===== src/rtl/c17_pkg.sv =====
// c17_pkg: shared definitions for the ISCAS c17 netlist with stuck-at fault
// injection. It holds the fault-site encoding, the registered fault
// configuration struct and a small override helper.
package c17_pkg;

    localparam int SITE_W    = 5;   // width of the fault site select
    localparam int NUM_SITES = 17;  // sites 0..16 are valid; 17..31 mean no fault

    // Stem sites: a fault forces the net and every branch it feeds
    localparam logic [SITE_W-1:0] SITE_N1  = 5'd0;
    localparam logic [SITE_W-1:0] SITE_N2  = 5'd1;
    localparam logic [SITE_W-1:0] SITE_N3  = 5'd2;
    localparam logic [SITE_W-1:0] SITE_N6  = 5'd3;
    localparam logic [SITE_W-1:0] SITE_N7  = 5'd4;
    localparam logic [SITE_W-1:0] SITE_N10 = 5'd5;
    localparam logic [SITE_W-1:0] SITE_N11 = 5'd6;
    localparam logic [SITE_W-1:0] SITE_N16 = 5'd7;
    localparam logic [SITE_W-1:0] SITE_N19 = 5'd8;
    localparam logic [SITE_W-1:0] SITE_N22 = 5'd9;
    localparam logic [SITE_W-1:0] SITE_N23 = 5'd10;
    // Branch sites: a fault forces only the one gate input
    localparam logic [SITE_W-1:0] SITE_N3_N10  = 5'd11;
    localparam logic [SITE_W-1:0] SITE_N3_N11  = 5'd12;
    localparam logic [SITE_W-1:0] SITE_N11_N16 = 5'd13;
    localparam logic [SITE_W-1:0] SITE_N11_N19 = 5'd14;
    localparam logic [SITE_W-1:0] SITE_N16_N22 = 5'd15;
    localparam logic [SITE_W-1:0] SITE_N16_N23 = 5'd16;

    typedef struct packed {
        logic              en;
        logic [SITE_W-1:0] site;
        logic              val;
    } fault_cfg_t;

    // Replace a net value with the stuck-at value when its site is selected
    function automatic logic ovr(input logic x, input logic hit, input logic v);
        return hit ? v : x;
    endfunction

endpackage


===== src/rtl/c17_fault_net.sv =====
// c17_fault_net: the c17 NAND network with a stuck-at override mux on every
// stem and fanout branch. Purely combinational.
// Ports:
//   n1,n2,n3,n6,n7 : primary inputs
//   cfg            : registered fault configuration
//   n22,n23        : (possibly faulted) primary outputs
module c17_fault_net
    import c17_pkg::*;
#(
    parameter bit FAULT_INJ = 1'b1
) (
    input  logic       n1,
    input  logic       n2,
    input  logic       n3,
    input  logic       n6,
    input  logic       n7,
    input  fault_cfg_t cfg,
    output logic       n22,
    output logic       n23
);

    logic                 active;
    logic [NUM_SITES-1:0] hit;     // one-hot selected site, zero when inactive

    logic f1, f2, f3, f6, f7;
    logic f3_10, f3_11;
    logic f10, f11, f11_16, f11_19;
    logic f16, f19, f16_22, f16_23;

    // Out-of-range sites fall through as "no fault", so the shift stays in range
    assign active = FAULT_INJ && cfg.en && (cfg.site < SITE_W'(NUM_SITES));
    assign hit    = active ? (NUM_SITES'(1) << cfg.site) : '0;

    // Stems
    assign f1 = ovr(n1, hit[SITE_N1], cfg.val);
    assign f2 = ovr(n2, hit[SITE_N2], cfg.val);
    assign f3 = ovr(n3, hit[SITE_N3], cfg.val);
    assign f6 = ovr(n6, hit[SITE_N6], cfg.val);
    assign f7 = ovr(n7, hit[SITE_N7], cfg.val);

    // N3 fans out; each branch can be forced on its own after the stem mux
    assign f3_10 = ovr(f3, hit[SITE_N3_N10], cfg.val);
    assign f3_11 = ovr(f3, hit[SITE_N3_N11], cfg.val);

    assign f10 = ovr(~(f1 & f3_10), hit[SITE_N10], cfg.val);
    assign f11 = ovr(~(f3_11 & f6), hit[SITE_N11], cfg.val);

    assign f11_16 = ovr(f11, hit[SITE_N11_N16], cfg.val);
    assign f11_19 = ovr(f11, hit[SITE_N11_N19], cfg.val);

    assign f16 = ovr(~(f2 & f11_16), hit[SITE_N16], cfg.val);
    assign f19 = ovr(~(f11_19 & f7), hit[SITE_N19], cfg.val);

    assign f16_22 = ovr(f16, hit[SITE_N16_N22], cfg.val);
    assign f16_23 = ovr(f16, hit[SITE_N16_N23], cfg.val);

    assign n22 = ovr(~(f10 & f16_22), hit[SITE_N22], cfg.val);
    assign n23 = ovr(~(f16_23 & f19), hit[SITE_N23], cfg.val);

endmodule


===== src/rtl/c17.sv =====
// c17: ISCAS c17 benchmark with a single-site stuck-at fault injector.
// Ports:
//   clk, rst_n                  : clock, async active-low reset
//   N1,N2,N3,N6,N7              : primary inputs
//   N22,N23                     : combinational outputs (zero latency)
//   N22_q,N23_q                 : outputs registered one cycle later
//   fault_load                  : capture fault_en/fault_site/fault_val
//   fault_site,fault_en,fault_val : fault configuration
module c17
    import c17_pkg::*;
#(
    parameter bit FAULT_INJ = 1'b1
) (
    input  logic              clk,
    input  logic              rst_n,
    input  logic              N1,
    input  logic              N2,
    input  logic              N3,
    input  logic              N6,
    input  logic              N7,
    input  logic              fault_load,
    input  logic [SITE_W-1:0] fault_site,
    input  logic              fault_en,
    input  logic              fault_val,
    output logic              N22,
    output logic              N23,
    output logic              N22_q,
    output logic              N23_q
);

    fault_cfg_t cfg;

    generate
        if (FAULT_INJ) begin : g_fault
            // Async clear drops any active fault the moment reset asserts
            always_ff @(posedge clk or negedge rst_n) begin
                if (!rst_n)
                    cfg <= '0;
                else if (fault_load)
                    cfg <= '{en: fault_en, site: fault_site, val: fault_val};
            end
        end else begin : g_no_fault
            assign cfg = '0;
        end
    endgenerate

    c17_fault_net #(.FAULT_INJ(FAULT_INJ)) u_net (
        .n1  (N1),
        .n2  (N2),
        .n3  (N3),
        .n6  (N6),
        .n7  (N7),
        .cfg (cfg),
        .n22 (N22),
        .n23 (N23)
    );

    always_ff @(posedge clk or negedge rst_n) begin
        if (!rst_n) begin
            N22_q <= 1'b0;
            N23_q <= 1'b0;
        end else begin
            N22_q <= N22;
            N23_q <= N23;
        end
    end

endmodule


===== config.mk =====
export PLATFORM = sky130hd
export DESIGN_NAME = c17
export DESIGN_NICKNAME = d
export VERILOG_FILES = /design/src/rtl/c17_pkg.sv /design/src/rtl/c17_fault_net.sv /design/src/rtl/c17.sv
export SDC_FILE = /design/constraint.sdc
export NUM_CORES = 1
export LEC_CHECK = 0
export ABC_AREA = 1
export BUFFER_PORTS_ARGS = -buffer_cell sky130_fd_sc_hd__buf_2
export CAP_MARGIN = 0
export CORE_MARGIN = 2
export CORE_UTILIZATION = 30
export CTS_CLUSTER_DIAMETER = 100
export CTS_CLUSTER_SIZE = 30
export DETAILED_ROUTE_END_ITERATION = 7
export PLACE_DENSITY = 0.6
export SLEW_MARGIN = 20
export SYNTH_ARGS = -nofsm -noshare
export SYNTH_HDL_FRONTEND = slang
export SYNTH_SLANG_ARGS = --single-unit

===== constraint.sdc =====
create_clock -name clk -period 2.3 [get_ports clk]
set_input_delay 0.46 -clock clk [delete_from_list [all_inputs] [get_ports clk]]
set_output_delay 0.46 -clock clk [all_outputs]
set_load 0.05 [all_outputs]

==> results of run 1 <==
-- metal layers --
| metal | track usage (%) | vias up | routed length [um] |
|---|---|---|---|
| li1 | - | 508 | - |
| met1 | 22.5 | 451 | 1140 |
| met2 | 28.4 | 20 | 1160 |
| met3 | 1.34 | 6 | 75 |
| met4 | 10.2 | 0 | 40 |
| met5 | 0 | - | 0 |
-- what timing repair did --
item,4_1_cts,5_1_grt
gates resized for setup,19,6
cloned,0,0
endpoints found under the setup margin,2,2
endpoints found under the hold margin,0,0
pin swaps,6,10
buffers inserted,3,3
-- area by class of cell --
cell class	instances	area, um^2
clock buffer	4	26.3
fill	257	1210
inverter	17	68.8
multi-input combinational	95	561
sequential	9	228
tap	30	37.5
timing repair buffer	48	344
-- path summary, 6_finish.rpt --
path	to	slack [ns]	cells after the start
max	N22	-0.33	11
min	cfg[6]	0.05	1
max reg2reg	N23_q	0.22	14
min reg2reg	cfg[6]	0.58	2
max in group asynchronous	cfg[5]	2.06	1
min in group clk	cfg[2]	0.42	3
-- metrics by stage --
step	instance area [um^2]	TNS (ns)	power (mW)	setup slack [ns]	cells
after floorplan	808	0	0.322	0.0471	124
after global placement	1100	-0.243	0.414	-0.131	193
after detailed placement	1100	-0.431	0.418	-0.235	193
after CTS	1210	-0.657	0.561	-0.346	200
after global routing	1260	-0.920	0.604	-0.467	203
final	1260	-0.635	0.568	-0.333	203
-- cell families (layout without fill, tap and decap cells) --
kind of cell | count (synthesis) | after routing | share of synthesized area [%]
AND/OR/NAND/NOR | 76 | 76 | 47.0
buffers and inverters | 20 | 69 | 10.3
AO/OA/AOI/OAI | 19 | 19 | 14.0
flip-flops | 9 | 9 | 28.7
-- where the power goes --
group / switching (mW) / internal, mW / leakage, nW
registers: 0.0178 / 0.175 / 0.105
clock network: 0.0477 / 0.0664 / 0.0150
logic: 0.149 / 0.113 / 0.477
-- registers in the layout, summed over array words and instances (netlist names) --
name / flops
N23_q: 1
cfg: 7
N22_q: 1
-- worst register-to-register path: cells and delay by family (launching register included) --
kind                   cells  cell delay, ns
and+or+nand+nor            8            0.70
AOI/OAI and AO/OA          3            0.50
DFF                        1            0.43
buffers and inverters      3            0.35
-- layout by cell type, fill, tap and decap left out, types with 5 or more instances in the layout --
master	instances
buf_4	28
nand2_1	21
buf_2	16
inv_1	14
nor2_1	13
nand3_1	10
o21ai_0	9
dfrtp_1	7
nand2_2	7
nor3_1	7
nand4_1	5
==> qor.yml, run 1 <==
die-width_um: 55.2
synth_largest_type_area_fraction_pct: 28.7
area_growth_pct: 61.0
hpwlAfterDp_mm: 1.93
synth_top_cells_by_count: "nand2_1 (26), inv_1 (15), nor2_1 (14)"
synth_cells: 124
clock_skew_ns: 0.00230
vias_in_the_first_global_route: 895
tritoncts.num_buffers: 3
cp_data_required_time_ns: 1.84
number_of_levels_the_h_tree_was_split_into: 1
drt_pre_antenna_iters: 4
hold_buffers: 0
dr_total_vias: 985
fin_nets: 189
die_area_um2: 3040
synth_seq_cells: 9
floorplan.initialDensity_pct: 31.7
synthMostInstantiatedCell: "nand2_1"
end_kind: "primary output"
critical_path.startpoint_type: "flip-flop"
synth.largest_area_cell: "dfrtp_1"
detail_route.wirelength_mm: 2.41
clk_path_buf_depth: 2
clkTransAtPathRegs_ns: 0.06
critical_path_peak_fanout: 6
ir_worst_vdd_uv: 327
critical_path.top_delay_family: "compound AO/OA/AOI/OAI gates"
failed_checks: "negative setup slack"
row_count: 18
clkLatencyLatePin_ns: 0.25
final_layout_size_suffix_gt1_share_pct: 46.2
placeableCoreArea_um2: 2480
critical_path.startpoint: "cfg[4]"
crit_arrival_ns: 2.17
timing.final.crit_period_ns: 2.63
final_core_util_pct: 51.1
synth_area_leaders: "dfrtp_1 (29%), nand2_1 (12%), nand3_1 (8.3%)"
async_reset_ff_share_pct: 100
diode_count: 0
drc: 0
mappedNetlistArea_um2: 786
antenna_violating_nets_post_route: 0
avgRoutedWirePerCell_um: 11.9
first_pass_grt_wire_length_mm: 3.69
worst_slew_margin_rel_pct: 79.9
final_slew_violations: 0
detail_route.iter0.violations: 23
finalHoldWorstSlack_ns: 0.0469
power_per_cell_area_nw_per_um2: 449
worstPathBufferInverterCount: 2
max_slew.worst_pin.slew_ns: 0.299
critical_path.most_common_cell: "a21oi_4"
grtUsageTotal_pct: 17.4
fmax_mhz: 380
synth-edff-count: 0
synth.yosys.seq_area_share_pct: 28.7
maxCapViolCount: 0
port_buffers: 18
antenna_found_initial: 0
route.detailed.vias_per_inst: 4.85
globalRouteOverflowTotal: 0
yosysWarningCount: 0
nets_in_the_synthesized_netlist: 139
cts.sinks: 9
layout_worst_path_cycle_share_pct: 114
worst_path_max_delay_cell: "dfrtp_1"
prevailing_post_synth_register_cell: "dfrtp_1"
critical_path.max_stage_delay_ns: 0.43
timing.setup.critical_path_class: "reg -> out"
crit_path_cell_trace: "nor2_4 -> nand2_2 -> a21oi_4 -> nand2_4 -> nor3_1 -> inv_1 -> a21oi_1 -> nor2_1 -> a21oi_2 -> a21oi_4 -> buf_6"
clk_root_buffer_cell: "clkbuf_4"
tritoncts: "built"
grt_start_max_net_pins: 15
syn_avg_cell_area_um2: 6.34
unrepaired_setup_endpoints_after_global_routing: "yes"
r2r_start: "cfg[4]"
yosysUniqueCellTypes: 22
total_leakage_power_nw: 0.597
chipHeight_um: 55.2
final_hold_viol_count: 0
outcome: "finished with violations"
gp_congestion: 0.919
finalSetupViolations: 2
min-delay-path-class: "in -> async"
layout_setup_ws_ns: -0.333
design.portCount: 19
Note: power is estimated with default switching activity, not from simulation.
==> inputs of run 2 (changes only) <==
--- a/config.mk
+++ b/config.mk
@@ -13,8 +13,9 @@
 export CTS_CLUSTER_DIAMETER = 100
 export CTS_CLUSTER_SIZE = 30
 export DETAILED_ROUTE_END_ITERATION = 7
-export PLACE_DENSITY = 0.6
+export PLACE_DENSITY = 0.59
 export SLEW_MARGIN = 20
 export SYNTH_ARGS = -nofsm -noshare
 export SYNTH_HDL_FRONTEND = slang
+export SYNTH_HIERARCHICAL = 1
 export SYNTH_SLANG_ARGS = --single-unit
==> run 2 against run 1 <==
- routed wire length rose by 1.7%
- synthesized cell count is 6.5% higher
- die area increased by 10%
- the run still ends with negative setup slack left
- highest routed layer unchanged
- total power up 6.6%
- clock-buffer cell count did not move
- worst hold slack worse by 0.0038 ns
- register-to-register slack worse by 0.02 ns
- largest cell class unchanged
- sequential cell count unchanged
- sequential share of layout area down 1.6 points
- non-clock buffer count rose by 7
- setup slack better by 0.018 ns
- clock skew rose by 0.0013 ns
==> qor.yml, run 2 <==
nets_in_the_synthesized_netlist: 147
prevailing_post_synth_register_cell: "dfrtp_1"
min-delay-path-class: "in -> async"
synth-edff-count: 0
yosysWarningCount: 6
syn_avg_cell_area_um2: 6.62
first_pass_grt_wire_length_mm: 4.08
dr_total_vias: 1042
synth_cells: 132
detailedPlace.worstSlack_ns: -0.208
placeableCoreArea_um2: 2760
largest-register: "cfg"
outcome: "finished with violations"
clk_path_buf_depth: 2
layout.cells.most_common: "nand2_1"
async_reset_ff_share_pct: 100
antenna_violating_nets_post_route: 0
layout_worst_path_cycle_share_pct: 114
synth_adder_area_share_pct: 0
number_of_levels_the_h_tree_was_split_into: 1
critical_path.startpoint_type: "flip-flop"
synth_area_leaders: "dfrtp_1 (26%), nand2_1 (17%), nand3_1 (7.4%)"
hold_buffers: 0
seq_area_um2: 230
crit_arrival_ns: 2.16
power_per_cell_area_nw_per_um2: 432
worst_slew_margin_rel_pct: 83.0
detail_route.wirelength_mm: 2.45
tns_ns: -0.630
drc: 0
dpl_cell_area_um2: 1150
clock_skew_ns: 0.00364
design.portCount: 19
cp_data_required_time_ns: 1.84
synthXorXnorAreaFrac_pct: 0
chipHeight_um: 58.0
timing.final.crit_period_ns: 2.62
failed_checks: "negative setup slack"
critical_path_peak_fanout: 7
end_kind: "primary output"
final_slew_violations: 0
die_area_um2: 3360
mappedNetlistArea_um2: 873
row_count: 19
worst_path_max_delay_cell: "dfrtp_2"
synth_largest_type_area_fraction_pct: 25.8
drt_pre_antenna_iters: 6
yosysUniqueCellTypes: 25
n_fill_cell: 262
area_growth_pct: 60.5
vias_in_the_first_global_route: 1021
fmax_mhz: 382
yosys-mux-area-fraction_pct: 0
globalRouteOverflowTotal: 0
die-width_um: 58.0
final_area_um2: 1400
unrepaired_setup_endpoints_after_global_routing: "yes"
cts.sinks: 9
avgRoutedWirePerCell_um: 11.2
clkLatencyLatePin_ns: 0.25
multi_input_comb_area_um2: 621
synthMostInstantiatedCell: "nand2_1"
floorplan.initialDensity_pct: 31.7
total_power_mw: 0.605
maxCapViolCount: 0
synth_seq_cells: 9
diode_count: 0
post_synth_and_or_nand_nor_area_fraction_pct: 50.3
hpwlAfterDp_mm: 1.86
synth_top_cells_by_count: "nand2_1 (40), inv_1 (15), nor2_1 (14)"
final_hold_viol_count: 0
layout_setup_ws_ns: -0.315
ir_worst_vdd_uv: 353
layout.cells.most_common_list: "nand2_1 (35), buf_4 (33), buf_2 (16), inv_1 (15), nor2_1 (13)"
synth_top_family_by_area: "simple AND/OR/NAND/NOR gates"
timing.setup.critical_path_class: "reg -> out"
tritoncts: "built"
fin_nets: 204
port_buffers: 18
synth.yosys.seq_area_share_pct: 25.8
route.detailed.vias_per_inst: 4.76
clk_root_buffer_cell: "clkbuf_4"
max_slew.worst_pin.slew_ns: 0.254
max_ffs_per_register: 7
total_leakage_power_nw: 0.687
antenna_found_initial: 0
synth_compound_area_share_pct: 9.03
finalSetupViolations: 2
tritoncts.num_buffers: 3
layout_top_registers: "cfg: 7 flops, N22_q: 1 flops, N23_q: 1 flops"
final_layout_size_suffix_gt1_share_pct: 50.5
gp_congestion: 0.956
crit_path_cell_trace: "inv_1 -> nand2_2 -> a21oi_4 -> buf_12 -> buf_6 -> buf_4 -> buf_4 -> nand4_1 -> inv_1 -> o21ai_0 -> nand2_1 -> a21oi_2 -> a21oi_4 -> buf_6"
clkTransAtPathRegs_ns: 0.06
detail_route.iter0.violations: 24
synth.largest_area_cell: "dfrtp_1"
critical_path.max_stage_delay_ns: 0.43
grtUsageTotal_pct: 14.9
grt_start_max_net_pins: 10
-- run 2: timing repair --
action                                  4_1_cts  5_1_grt
setup buffers                                 7        6
pin swaps                                     6        8
endpoints found under the setup margin        2        2
gates resized for setup                      14       17
-- run 2: cell families (layout without fill, tap and decap cells) --
logic type      count (synthesis)  after routing
simple gates                   90             90
buf+inv                        21             77
compound gates                 12             12
flops                           9              9
-- run 2: layer usage --
layer,vias to the layer above,share of wire [%],track usage [%]
met5,-,0,0
met4,0,0.73,5.32
met2,18,50,26.5
met3,4,3.4,1.56
met1,482,46,18.6
li1,538,-,-
-- run 2: worst max-delay path: cells and delay by family (launching register included) --
| kind | cells | cell delay [ns] |
|---|---|---|
| compound gates | 4 | 0.43 |
| simple gates | 3 | 0.25 |
| flops | 1 | 0.43 |
| buf+inv | 7 | 0.77 |
-- run 2: layout make-up --
type	instances	area share (%)
Clock buffer	4	1.88
Tap cell	31	2.77
Sequential cell	9	16.4
Multi-Input combinational cell	102	44.3
Timing Repair Buffer	55	29.5
Inverter	18	5.18
-- run 2: final timing paths --
path | startpoint | end | slack, ns | cells after the start
setup / recovery | cfg[2] | N23 | -0.32 | 14
hold / removal | rst_n | cfg[6] | 0.04 | 1
setup reg to reg | cfg[2] | N23_q | 0.20 | 15
hold reg to reg | cfg[6] | cfg[6] | 0.48 | 2
max in group asynchronous | rst_n | cfg[5] | 2.06 | 1
min in group clk | fault_en | cfg[6] | 0.40 | 3
-- run 2: power breakdown --
part | switching [mW] | total, mW | internal [mW]
Combinational | 0.159 | 0.293 | 0.134
Sequential | 0.0196 | 0.195 | 0.175
Clock | 0.0510 | 0.118 | 0.0666
Total | 0.230 | 0.605 | 0.376
-- run 2: stage by stage --
stage,hold WS (ns),instances,utilization [%]
6_report,0.0431,219,50.8
3_5_place_dp,0.320,202,41.6
4_1_cts,0.0444,213,45.8
5_1_grt,0.0437,219,50.8
3_3_place_gp,0.319,202,41.6
2_1_floorplan,0.164,132,-
==> inputs of run 3 (changes only) <==
--- a/config.mk
+++ b/config.mk
@@ -8,6 +8,7 @@
 export ABC_AREA = 1
 export BUFFER_PORTS_ARGS = -buffer_cell sky130_fd_sc_hd__buf_2
 export CAP_MARGIN = 0
+export CORE_ASPECT_RATIO = 0.6
 export CORE_MARGIN = 2
 export CORE_UTILIZATION = 30
 export CTS_CLUSTER_DIAMETER = 100
==> run 3 against run 2 <==
- the run still ends with negative setup slack left
- first-iteration DRC count rose to 2.8 times the previous value
- sequential power barely moved
- final cell count rose by 4.1%
- largest cell class unchanged
==> qor.yml, run 3 (synthesis gave the netlist of run 2 again) <==
outcome: "finished with violations"
failed_checks: "negative setup slack"
n_fill_cell: 270
critical_path.startpoint_type: "flip-flop"
row_count: 15
max_ffs_per_register: 7
layout.cells.most_common_list: "buf_4 (39), nand2_1 (34), buf_2 (16), inv_1 (14), nor2_1 (9)"
hpwlAfterDp_mm: 1.96
number_of_levels_the_h_tree_was_split_into: 1
final_slew_violations: 0
vias_in_the_first_global_route: 939
total_power_mw: 0.712
layout_top_registers: "cfg: 7 flops, N22_q: 1 flops, N23_q: 1 flops"
drc: 0
detailedPlace.worstSlack_ns: -0.190
clk_path_buf_depth: 2
layout.cells.most_common: "buf_4"
antenna_found_initial: 0
worst_path_max_delay_cell: "dfrtp_2"
chipHeight_um: 45.8
timing.final.crit_period_ns: 2.61
design.portCount: 19
layout_worst_path_cycle_share_pct: 114
hold_buffers: 0
timing.setup.critical_path_class: "reg -> out"
avgRoutedWirePerCell_um: 12.3
final_layout_size_suffix_gt1_share_pct: 56.2
tritoncts.num_buffers: 3
tns_ns: -0.609
total_leakage_power_nw: 0.735
maxCapViolCount: 0
dpl_cell_area_um2: 1170
area_growth_pct: 73.8
drt_pre_antenna_iters: 4
grtUsageTotal_pct: 16.8
critical_path.max_stage_delay_ns: 0.44
gp_congestion: 0.877
ir_worst_vdd_uv: 238
placeableCoreArea_um2: 2820
finalSetupViolations: 2
clk_root_buffer_cell: "clkbuf_8"
grt_start_max_net_pins: 10
final_hold_viol_count: 0
port_buffers: 18
antenna_violating_nets_post_route: 0
post_layout_nonfiller_instances: 228
diode_count: 0
route.detailed.vias_per_inst: 4.68
fmax_mhz: 383
crit_arrival_ns: 2.15
critical_path.most_common_cell: "nand2_2"
critical_path_peak_fanout: 7
detail_route.iter0.violations: 67
layout_setup_ws_ns: -0.313
tritoncts: "built"
clkLatencyLatePin_ns: 0.24
cts.sinks: 9
detail_route.wirelength_mm: 2.81
end_kind: "primary output"
worst_slew_margin_rel_pct: 83.1
die-width_um: 73.7
dr_total_vias: 1067
power_per_cell_area_nw_per_um2: 469
clock_skew_ns: 0.00576
max_slew.worst_pin.slew_ns: 0.253
post-place-cells: 208
min-delay-path-class: "in -> async"
fin_nets: 210
die_area_um2: 3370
cp_data_required_time_ns: 1.84
globalRouteOverflowTotal: 0
final_area_um2: 1520
clkTransAtPathRegs_ns: 0.05
crit_path_cell_trace: "inv_1 -> nand2_2 -> a21oi_4 -> buf_6 -> nand2_8 -> clkinv_8 -> a21oi_2 -> nor3_1 -> nand2_1 -> nand2_2 -> nand2_2 -> a21oi_4 -> buf_6"
first_pass_grt_wire_length_mm: 4.18
floorplan.initialDensity_pct: 31.0
largest-register: "cfg"
unrepaired_setup_endpoints_after_global_routing: "yes"
## run 3: path summary, 6_finish.rpt
check / startpoint / to / slack [ns] / cells after the start
min in group clk: fault_site[3] / cfg[4] / 0.41 / 3
setup / recovery: cfg[2] / N22 / -0.31 / 13
hold / removal: rst_n / cfg[1] / 0.06 / 1
setup reg to reg: cfg[2] / N22_q / 0.31 / 13
max in group asynchronous: rst_n / cfg[5] / 2.04 / 1
hold reg to reg: cfg[6] / cfg[6] / 0.50 / 2
## run 3: power breakdown
| group | switching, mW | internal [mW] | total [mW] |
|---|---|---|---|
| clock network | 0.0681 | 0.121 | 0.189 |
| logic | 0.181 | 0.148 | 0.329 |
| registers | 0.0186 | 0.175 | 0.193 |
| total | 0.267 | 0.445 | 0.712 |
## run 3: metal layers
metal / track usage (%) / share of wire, % / vias to the layer above
met5: 0 / 0 / -
met4: 6.91 / 1.5 / 0
li1: - / - / 552
met3: 5.97 / 4.3 / 5
met2: 25.2 / 47 / 26
met1: 22.2 / 47 / 484
## run 3: layout make-up
class	count	area, um^2	area share [%]
Multi-Input combinational cell	102	682	44.9
Timing Repair Buffer	61	440	29.0
Sequential cell	9	228	15.0
Inverter	18	80.1	5.28
Clock buffer	4	45.0	2.97
Tap cell	34	42.5	2.80
## run 3: repair_timing
item,CTS,global route
setup buffers,9,7
endpoints found under the setup margin,2,2
resized for setup,12,35
pin swaps,8,12
## run 3: metrics by stage
stage,util (%),hold WS [ns]
5_1_grt,53.9,0.0674
4_1_cts,47.2,0.0695
2_1_floorplan,-,0.164
3_5_place_dp,41.7,0.327
3_3_place_gp,41.7,0.323
6_report,53.9,0.0620
## run 3: worst max-delay path: cells and delay by family (launching register included)
family	cells	cell delay, ns
buffers and inverters	4	0.50
AOI/OAI and AO/OA	3	0.38
and+or+nand+nor	6	0.58
DFF	1	0.44
